$ cat src/rtl/pay_pkg.sv
// Shared types and constants for the coin-payment collector.
// Holds the FSM state enum, BCD digit type, coin values and the default credit ceiling.
package pay_pkg;

    typedef enum logic [1:0] {
        ST_COLLECT = 2'd0,
        ST_PAID    = 2'd1,
        ST_REFUND  = 2'd2
    } state_t;

    typedef logic [3:0] bcd_t;

    localparam int COIN1_VAL   = 1;
    localparam int COIN5_VAL   = 5;
    localparam int COIN10_VAL  = 10;
    localparam int MAXPAID_DEF = 99;

endpackage

$ cat src/rtl/coin_debounce.sv
// Synchronizes one coin button and emits a single 1-cycle pulse per press.
// Pulse appears 2 + DEBOUNCE cycles after the button rises; no backpressure.
module coin_debounce #(
    parameter int DEBOUNCE = 20
) (
    input  logic clk,
    input  logic rst_n,
    input  logic btn,
    output logic pulse
);

    localparam int CW = $clog2(DEBOUNCE + 1);
    localparam logic [CW-1:0] LAST = CW'(DEBOUNCE - 1);

    logic          sync1;
    logic          sync2;
    logic [CW-1:0] cnt;
    logic          fired;

    // While armed, cnt counts consecutive high cycles; once fired, it counts
    // consecutive low cycles before the one-shot may fire again.
    always_ff @(posedge clk or negedge rst_n) begin
        if (!rst_n) begin
            sync1 <= 1'b0;
            sync2 <= 1'b0;
            cnt   <= '0;
            fired <= 1'b0;
            pulse <= 1'b0;
        end else begin
            sync1 <= btn;
            sync2 <= sync1;
            pulse <= 1'b0;
            if (!fired) begin
                if (sync2) begin
                    if (cnt == LAST) begin
                        pulse <= 1'b1;
                        fired <= 1'b1;
                        cnt   <= '0;
                    end else begin
                        cnt <= cnt + 1'b1;
                    end
                end else begin
                    cnt <= '0;
                end
            end else begin
                if (!sync2) begin
                    if (cnt == LAST) begin
                        fired <= 1'b0;
                        cnt   <= '0;
                    end else begin
                        cnt <= cnt + 1'b1;
                    end
                end else begin
                    cnt <= '0;
                end
            end
        end
    end

endmodule

$ cat src/rtl/pay_collect.sv
// Accumulates debounced coin credits in BCD and settles as PAID (with change) or REFUND.
// Credit visible 1 cycle after its pulse, PAID/REFUND 1 cycle after the condition; no backpressure.
module pay_collect
    import pay_pkg::*;
#(
    parameter int DEBOUNCE = 20,
    parameter int MAXPAID  = MAXPAID_DEF
) (
    input  logic       clk,
    input  logic       EN,
    input  logic       coin1,
    input  logic       coin5,
    input  logic       coin10,
    input  logic [3:0] costone,
    input  logic [3:0] costten,
    input  logic       cancel,
    output logic [3:0] paidone,
    output logic [3:0] paidten,
    output logic [3:0] changeone,
    output logic [3:0] changeten,
    output logic       paid_ok,
    output logic       refund
);

    localparam int MAX_CAP = (MAXPAID > 99) ? 99 : MAXPAID;
    localparam logic [7:0] MAX_LIM = 8'(MAX_CAP);

    state_t state;
    logic   p1, p5, p10;

    coin_debounce #(.DEBOUNCE(DEBOUNCE)) u_coin1  (.clk(clk), .rst_n(EN), .btn(coin1),  .pulse(p1));
    coin_debounce #(.DEBOUNCE(DEBOUNCE)) u_coin5  (.clk(clk), .rst_n(EN), .btn(coin5),  .pulse(p5));
    coin_debounce #(.DEBOUNCE(DEBOUNCE)) u_coin10 (.clk(clk), .rst_n(EN), .btn(coin10), .pulse(p10));

    bcd_t       inc_one, inc_ten;
    bcd_t       os_raw, sum_one, sum_ten;
    logic       carry;
    logic [7:0] sum_bin;
    logic       credit_ok;
    logic       price_ok, paid_ge;
    logic       borrow;
    bcd_t       diff_one, diff_ten;

    always_comb begin
        // Only the highest-value simultaneous pulse is credited.
        inc_one = 4'd0;
        inc_ten = 4'd0;
        if (p10) begin
            inc_ten = bcd_t'(COIN10_VAL / 10);
        end else if (p5) begin
            inc_one = bcd_t'(COIN5_VAL);
        end else if (p1) begin
            inc_one = bcd_t'(COIN1_VAL);
        end

        // inc_one is at most 5, so the ones sum fits in 4 bits before correction.
        os_raw    = paidone + inc_one;
        carry     = (os_raw > 4'd9);
        sum_one   = carry ? (os_raw - 4'd10) : os_raw;
        sum_ten   = paidten + inc_ten + {3'b000, carry};
        sum_bin   = ({4'b0000, sum_ten} * 8'd10) + {4'b0000, sum_one};
        credit_ok = (p1 | p5 | p10) && (sum_ten <= 4'd9) && (sum_bin <= MAX_LIM);

        price_ok = (costone <= 4'd9) && (costten <= 4'd9) &&
                   !((costone == 4'd0) && (costten == 4'd0));
        paid_ge  = (paidten > costten) || ((paidten == costten) && (paidone >= costone));

        borrow   = (paidone < costone);
        diff_one = borrow ? (paidone + 4'd10 - costone) : (paidone - costone);
        diff_ten = paidten - costten - {3'b000, borrow};
    end

    always_ff @(posedge clk or negedge EN) begin
        if (!EN) begin
            state     <= ST_COLLECT;
            paidone   <= 4'd0;
            paidten   <= 4'd0;
            changeone <= 4'd0;
            changeten <= 4'd0;
            paid_ok   <= 1'b0;
            refund    <= 1'b0;
        end else begin
            case (state)
                ST_COLLECT: begin
                    // Cancel wins over both payment completion and a same-cycle credit.
                    if (cancel) begin
                        state     <= ST_REFUND;
                        changeone <= paidone;
                        changeten <= paidten;
                        refund    <= 1'b1;
                    end else if (price_ok && paid_ge) begin
                        state     <= ST_PAID;
                        changeone <= diff_one;
                        changeten <= diff_ten;
                        paid_ok   <= 1'b1;
                    end else if (credit_ok) begin
                        paidone <= sum_one;
                        paidten <= sum_ten;
                    end
                end
                default: begin
                    state <= state;
                end
            endcase
        end
    end

endmodule

$ cat config.mk
export PLATFORM = sky130hd
export DESIGN_NAME = pay_collect
export DESIGN_NICKNAME = d
export VERILOG_FILES = /design/src/rtl/pay_pkg.sv /design/src/rtl/coin_debounce.sv /design/src/rtl/pay_collect.sv
export SDC_FILE = /design/constraint.sdc
export NUM_CORES = 1
export LEC_CHECK = 0
export BUFFER_PORTS_ARGS = -buffer_cell sky130_fd_sc_hd__buf_2
export CAP_MARGIN = 5
export CORE_UTILIZATION = 54
export CTS_BUF_LIST = sky130_fd_sc_hd__clkbuf_16
export CTS_CLUSTER_SIZE = 10
export DETAILED_ROUTE_END_ITERATION = 7
export PLACE_DENSITY = 0.81
export RECOVER_POWER = 50
export SLEW_MARGIN = 40
export SYNTH_ARGS = -nofsm -noshare
export SYNTH_HDL_FRONTEND = slang
export SYNTH_HIERARCHICAL = 1
export SYNTH_SLANG_ARGS = --single-unit
$ cat constraint.sdc
create_clock -name clk -period 4.8 [get_ports clk]
set_input_delay 0.96 -clock clk [delete_from_list [all_inputs] [get_ports clk]]
set_output_delay 0.96 -clock clk [all_outputs]
set_load 0.01 [all_outputs]
==> impl_metrics.tcl, run 1 <==
set metrics [dict create \
    cp-start-kind "flip-flop" \
    fillers 408 \
    slew_headroom_pct -59.70 \
    regArea_mm2 0.001176 \
    ys_types 50 \
    yosysSeqAreaShare_pct 37.78 \
    skew_ns 0.003696 \
    clock_latency_ns 0.29 \
    row_count 27 \
    fmax_ghz 0.2095 \
    post-synth-top-count-cell "dfrtp_1" \
    finalCritPeriodShare_pct 99.42 \
    syn2layout_area_growth_pct 19.33 \
    dpl.cell_count 406 \
    htree_levels 2 \
    wire_per_inst_um 15.10 \
    synth_common_cells "dfrtp_1 (47), ha_1 (28), inv_1 (28), nor2_1 (25), a21oi_1 (19)" \
    post-route-util_pct 67.05 \
    synth.avg_cell_area_um2 10.45 \
    synth_seq_cells 47 \
    grt_pass1_vias 2325 \
    postCtsHoldBufs 0 \
    drt_iter0_drc 77 \
    clk_pin_slew_ns 0.07 \
    synth_edf_count 0 \
    setup_viol 0 \
    die_width_um 77.93 \
    worst-setup-path-type "reg -> reg" \
    seqPwrFrac_pct 48.8 \
    cts_made_buffers 5 \
    hold_path.class "reg -> reg" \
    cts_tree "built" \
    clock_power_share_pct 41.4 \
    grtUsageTotal_pct 21.90 \
    core_area_mm2 0.005540 \
    critPathCaptureType "flip-flop" \
    final_cells 423 \
    portBuffers 31 \
    synthesis.area_mm2 0.003113 \
    post-route-drc-count 0 \
    status "complete, but fails checks" \
    met1_length_um 2735 \
    arrival_ns 4.95 \
    powerDensity_mw_per_mm2 230.8 \
    slew_violations 48 \
    cts.sinks 47 \
    power.share.switching_pct 25.01 \
    ir_worst_vdd_v 0.0003095 \
    diodes 0 \
    tightest_slew_ns 2.396 \
    critPathRequiredTime_ns 4.97 \
    postLayoutCellArea_mm2 0.003715 \
    dr_wl_met3_um 220 \
    first_pass_iters 4 \
    top_layer_used "met4" \
    syn-num-nets 347 \
    wl_um 6388 \
    dieArea_mm2 0.006072 \
    fin_nets 399 \
    vias 2320 \
    hold_viol 0 \
    clockRootBuffer "clkbuf_16" \
    die_h_um 77.93 \
    grt_overflow 0 \
    syn_inst 298 \
    routed-wl-met2_um 3349 \
    start_util_pct 56.19 \
    routed_via_density 5.485 \
    combPwrFrac_pct 9.8 \
    multi_input_area_mm2 0.001896 \
    layout-drive-gt1-share_pct 26.50 \
    synth_top_cell_by_area "dfrtp_1" \
    synth_ff_type "dfrtp_1" \
    grt_max_degree 48 \
    async_reset_ff_share_pct 100.0 \
    hpwl_um 4606 \
    grt_pass1_wl_um 10320 \
    internal_power_w 0.0006429 \
    pin_count 32 \
    clk_path_buf_depth 2 \
    gp_congestion 0.8414 \
    yosysTopAreaCellShare_pct 37.78 \
    ant_nets 0 \
    synth_area_leaders "dfrtp_1 (38%), ha_1 (11%), fa_1 (4.5%), xnor2_1 (3.7%), inv_1 (3.4%)" \
    period_minus_slack_ns 4.772 \
    crit_fanout 6 \
    ys_warn_count 6 \
    antenna_found_initial 0 \
    p_leak_nw 1.825 \
    switching_power_w 0.0002145 \
    place_area_mm2 0.003428 \
    setup_tns_ns 0 \
    p_total_w 0.0008574 \
    violations "capacitance limit, slew limit" \
    maxCapViolations 1 \
]
## flip-flops by register name (all words and copies together), names as in the netlist, named ones only
register	cells
u_coin5/sync2	1
u_coin10/sync1	1
changeten	4
paidone	4
u_coin5/sync1	1
u_coin1/pulse	1
state	2
u_coin10/sync2	1
u_coin1/sync1	1
u_coin5/cnt	5
u_coin10/pulse	1
changeone	4
u_coin10/cnt	5
u_coin1/cnt	5
u_coin1/sync2	1
refund	1
u_coin5/pulse	1
paidten	4
paid_ok	1
## kinds of logic (layout without fill, tap and decap cells)
kind of cell             after synthesis  in the layout  synth area share, %
adder cells (fa/ha/maj)               36             36                16.08
multiplexers                          16             16                6.551
buffers and inverters                 32             85                3.858
XOR/XNOR                              23             23                6.713
flip-flops                            47             47                37.78
AND/OR/NAND/NOR                       81             81                14.91
AO/OA/AOI/OAI                         63             63                14.11
## layout by cell type, fill, tap and decap left out, types with 7 or more instances in the layout
| master | netlist | layout |
|---|---|---|
| a21oi_1 | 19 | 18 |
| buf_2 | 0 | 30 |
| buf_4 | 0 | 16 |
| dfrtp_1 | 47 | 47 |
| ha_1 | 28 | 28 |
| inv_1 | 28 | 28 |
| mux2_4 | 7 | 7 |
| nand2_1 | 7 | 7 |
| nand2b_1 | 8 | 8 |
| nor2_1 | 25 | 24 |
| nor2b_1 | 7 | 9 |
| o21ai_0 | 11 | 10 |
| xnor2_1 | 13 | 13 |
## critical path, cell delays in order (launching register included)
cell	delay (ns)
dfrtp_1	0.41
nor2b_1	0.15
ha_1	0.35
a31oi_4	0.20
xnor2_2	0.15
o21ai_2	0.10
fa_2	0.36
nand3b_1	0.24
xor2_2	0.24
inv_1	0.10
ha_1	0.31
ha_1	0.21
ha_1	0.30
nand2_1	0.10
o311ai_2	0.30
a21oi_2	0.12
a2111oi_4	0.30
nor3b_4	0.28
buf_12	0.15
mux2_4	0.29
## metrics by stage
stage,setup slack (ns),hold slack (ns)
3_5_place_dp,-0.08872,0.3363
5_1_grt,-0.1648,0.3669
3_3_place_gp,0.08296,0.3321
2_1_floorplan,0.008902,0.3312
4_1_cts,0.04730,0.3522
6_report,0.02782,0.3514
## repair_timing
item,4_1_cts,5_1_grt
setup endpoints to repair,6,8
setup buffers,2,7
pin swaps,1,9
gates resized for setup,1,10
## final timing paths
path                             endpoint      startpoint  cells after the start  slack, ns
hold reg to reg            u_coin10/sync2  u_coin10/sync1                      0       0.35
max in group asynchronous  u_coin5/cnt[1]              EN                      1       2.04
setup reg to reg               paidone[3]   u_coin5/pulse                     19       0.03
min in group asynchronous    changeten[0]              EN                      1       1.39
hold / removal             u_coin10/sync2  u_coin10/sync1                      0       0.35
setup / recovery               paidone[3]   u_coin5/pulse                     19       0.03
## power groups by stage
stage               Clock (W)  Combinational (W)  Sequential [W]
finish               0.000355          0.0000844        0.000418
detailed placement          0          0.0000854        0.000426
global route         0.000379          0.0000963        0.000420
floorplan                   0          0.0000520        0.000427
CTS                  0.000362          0.0000862        0.000418
global placement            0          0.0000822        0.000425
## routing by layer
| metal | vias to the layer above | GRT usage, % |
|---|---|---|
| met3 | 8 | 5.059 |
| met2 | 43 | 39.73 |
| met4 | 0 | 6.296 |
| met1 | 1130 | 25.70 |
| met5 | - | 0 |
| li1 | 1139 | - |
## area by class of cell
class,instances,share of cell area (%)
Sequential cell,47,31.66
Inverter,29,2.930
Clock buffer,5,3.368
Clock inverter,3,0.6736
Multi-Input combinational cell,219,51.03
Timing Repair Buffer,48,7.915
Tap cell,72,2.425
Note: power is estimated with default switching activity, not from simulation.
==> run 2: changes to the inputs <==
--- a/config.mk
+++ b/config.mk
@@ -7,11 +7,12 @@
 export LEC_CHECK = 0
 export BUFFER_PORTS_ARGS = -buffer_cell sky130_fd_sc_hd__buf_2
 export CAP_MARGIN = 5
-export CORE_UTILIZATION = 54
+export CORE_UTILIZATION = 64
 export CTS_BUF_LIST = sky130_fd_sc_hd__clkbuf_16
+export CTS_CLUSTER_DIAMETER = 30
 export CTS_CLUSTER_SIZE = 10
 export DETAILED_ROUTE_END_ITERATION = 7
-export PLACE_DENSITY = 0.81
+export PLACE_DENSITY = 0.9
 export RECOVER_POWER = 50
 export SLEW_MARGIN = 40
 export SYNTH_ARGS = -nofsm -noshare
==> constraint.sdc (replaced) <==
create_clock -name clk -period 5.6 [get_ports clk]
set_input_delay 1.12 -clock clk [delete_from_list [all_inputs] [get_ports clk]]
set_output_delay 1.12 -clock clk [all_outputs]
set_load 0.01 [all_outputs]
==> run 2 against run 1 <==
Effect of this change: the run still ends with capacitance limit, slew limit left; final cell count down 7.8%; via count up 0.52%; clock power down 4%; hold slack worse by 0.0016 ns; clock skew up 0.0040 ns; utilization up 8.5 points; critical path type unchanged.
==> impl_metrics.tcl, run 2 (synthesized netlist as in run 1, its figures left out) <==
set metrics [dict create \
    cts_made_buffers 5 \
    htree_levels 2 \
    row_count 25 \
    ir_worst_vdd_v 0.0002236 \
    violations "capacitance limit, slew limit" \
    cp-start-kind "flip-flop" \
    gp_congestion 0.8893 \
    arrival_ns 5.46 \
    core_area_mm2 0.004692 \
    place_area_mm2 0.003334 \
    die_width_um 71.74 \
    layout_commonest_cell "dfrtp_1" \
    wire_per_inst_um 17.11 \
    postCtsHoldBufs 0 \
    r2r-start "u_coin5/pulse" \
    grt_max_degree 48 \
    critPathBufInv 2 \
    antenna_found_initial 0 \
    slew_violations 48 \
    rrSetupSlack_ns 0.32 \
    fillers 307 \
    syn2layout_area_growth_pct 13.87 \
    first_pass_iters 4 \
    reg.largest.list "u_coin1/cnt x5, u_coin10/cnt x5, u_coin5/cnt x5" \
    mostFrequentLayoutCells "dfrtp_1 (47), buf_2 (30), inv_1 (28), ha_1 (28), nor2_1 (24)" \
    postLayoutCellArea_mm2 0.003545 \
    slew_headroom_pct -61.00 \
    critPathCaptureType "flip-flop" \
    regArea_mm2 0.001176 \
    multi_input_area_mm2 0.001843 \
    ant_nets 0 \
    die_h_um 71.74 \
    seqPwrFrac_pct 46.4 \
    critPathRequiredTime_ns 5.77 \
    vias 2332 \
    powerDensity_mw_per_mm2 218.5 \
    clk_path_buf_depth 2 \
    clock_power_share_pct 44.0 \
    power.share.switching_pct 23.41 \
    fin_nets 384 \
    layout-drive-gt1-share_pct 21.13 \
    clk_pin_slew_ns 0.06 \
    fmax_ghz 0.1892 \
    pin_count 32 \
    hold_viol 0 \
    period_minus_slack_ns 5.284 \
    worst-setup-path-type "reg -> reg" \
    grtUsageTotal_pct 27.98 \
    hpwl_um 4590 \
    start_util_pct 66.35 \
    slowest_delay_ns 0.43 \
    p_leak_nw 1.761 \
    drt_iter0_drc 162 \
    switching_power_w 0.0001813 \
    crit_top_cell "ha_1" \
    wl_um 6674 \
    internal_power_w 0.0005931 \
    crit_start "u_coin5/pulse" \
    cpMaxStageDelayCell "fa_1" \
    tightest_slew_ns 2.415 \
    worst-path-stages 20 \
    clock_latency_ns 0.29 \
    cts.sinks 47 \
    worstSetupEndpoint "paidone[2]" \
    setup_viol 0 \
    dieArea_mm2 0.005147 \
    status "complete, but fails checks" \
    maxCapViolations 1 \
    grt_pass1_vias 2269 \
    post-route-drc-count 0 \
    diodes 0 \
    crit_fanout 6 \
    skew_ns 0.007727 \
    routed_via_density 5.979 \
    layout_setup_ws_ns 0.3157 \
    dp_slack_ns 0.1825 \
    crit_family "adder cells" \
    grt_overflow 0 \
    path_cells "nor2_2 -> nor2_1 -> ha_1 -> a31oi_2 -> xnor2_2 -> o21ai_0 -> fa_1 -> nand3b_1 -> xor2_2 -> inv_1 -> ha_1 -> ha_1 -> ha_1 -> nand2_1 -> o311ai_2 -> a21oi_1 -> a2111oi_4 -> nor3b_4 -> buf_12 -> mux2_4" \
    reg2reg_to "paidone[2]" \
    portBuffers 31 \
    combPwrFrac_pct 9.6 \
    r2r_cells 20 \
    finalCritPeriodShare_pct 94.36 \
    grt_pass1_wl_um 10910 \
    clockRootBuffer "clkbuf_16" \
    cts_tree "built" \
    hold_path.class "reg -> reg" \
]
[run 2: cell count changes in the layout (fill, tap and decap cells not counted), sizes merged]
cell      previous run  this run
clkinv               0         1
buf                 47        32
bufinv               0         1
clkinvlp             1         0
inv                 31        30
[run 2: power by group through the flow]
stage          Sequential [W]  Clock [W]  Combinational [W]
3_3_place_gp         0.000365          0          0.0000707
6_report             0.000359   0.000341          0.0000744
3_5_place_dp         0.000365          0          0.0000737
5_1_grt              0.000360   0.000358          0.0000834
2_1_floorplan        0.000366          0          0.0000446
4_1_cts              0.000359   0.000344          0.0000754
[run 2: metal layers]
layer  vias up  GRT usage [%]  wire length [um]
met4         0          10.89               214
met3        22          5.626               277
met5         -              0                 0
li1       1110              -                 -
met2        68          49.79              3393
met1      1132          33.33              2788
[run 2: area by class of cell]
class / count / area share [%]
Sequential cell: 47 / 33.18
Multi-Input combinational cell: 219 / 51.99
Inverter: 29 / 3.071
Timing Repair Buffer: 33 / 5.118
Clock inverter: 3 / 1.200
Clock buffer: 5 / 3.530
Tap cell: 54 / 1.906
[run 2: worst register-to-register path: stages, from the launching register on]
cell and delay, ns:
dfrtp_1 0.38, nor2_2 0.20, nor2_1 0.07, ha_1 0.22, a31oi_2 0.25, xnor2_2 0.22, o21ai_0 0.21, fa_1 0.43
nand3b_1 0.23, xor2_2 0.25, inv_1 0.10, ha_1 0.33, ha_1 0.22, ha_1 0.37, nand2_1 0.16, o311ai_2 0.25
a21oi_1 0.15, a2111oi_4 0.40, nor3b_4 0.28, buf_12 0.15, mux2_4 0.30
[run 2: how the worst min path moves through the flow]
stage                         startpoint  slack (ns)  cells after the start        endpoint
after floorplan            u_coin1/sync1        0.33                      0   u_coin1/sync2
after global placement    u_coin10/sync1        0.33                      0  u_coin10/sync2
after detailed placement   u_coin5/sync1        0.34                      0   u_coin5/sync2
after CTS                  u_coin5/sync1        0.35                      0   u_coin5/sync2
after global routing       u_coin5/sync1        0.35                      0   u_coin5/sync2
final                      u_coin5/sync1        0.35                      0   u_coin5/sync2
[run 2: timing repair]
action	4_1_cts	5_1_grt
resized for setup	0	5
buffers inserted	0	1
endpoints found under the setup margin	0	8
[run 2: stage by stage]
stage               utilization (%)  hold WS, ns  cells  power [W]  TNS [ns]
floorplan                         -       0.3312    298  0.0004107         0
global placement              71.01       0.3329    381  0.0004353         0
detailed placement            71.07       0.3365    381  0.0004391         0
CTS                           74.64       0.3511    389  0.0007788         0
global route                  75.55       0.3531    390  0.0008015   -0.2316
finish                        75.55       0.3499    390  0.0007743         0
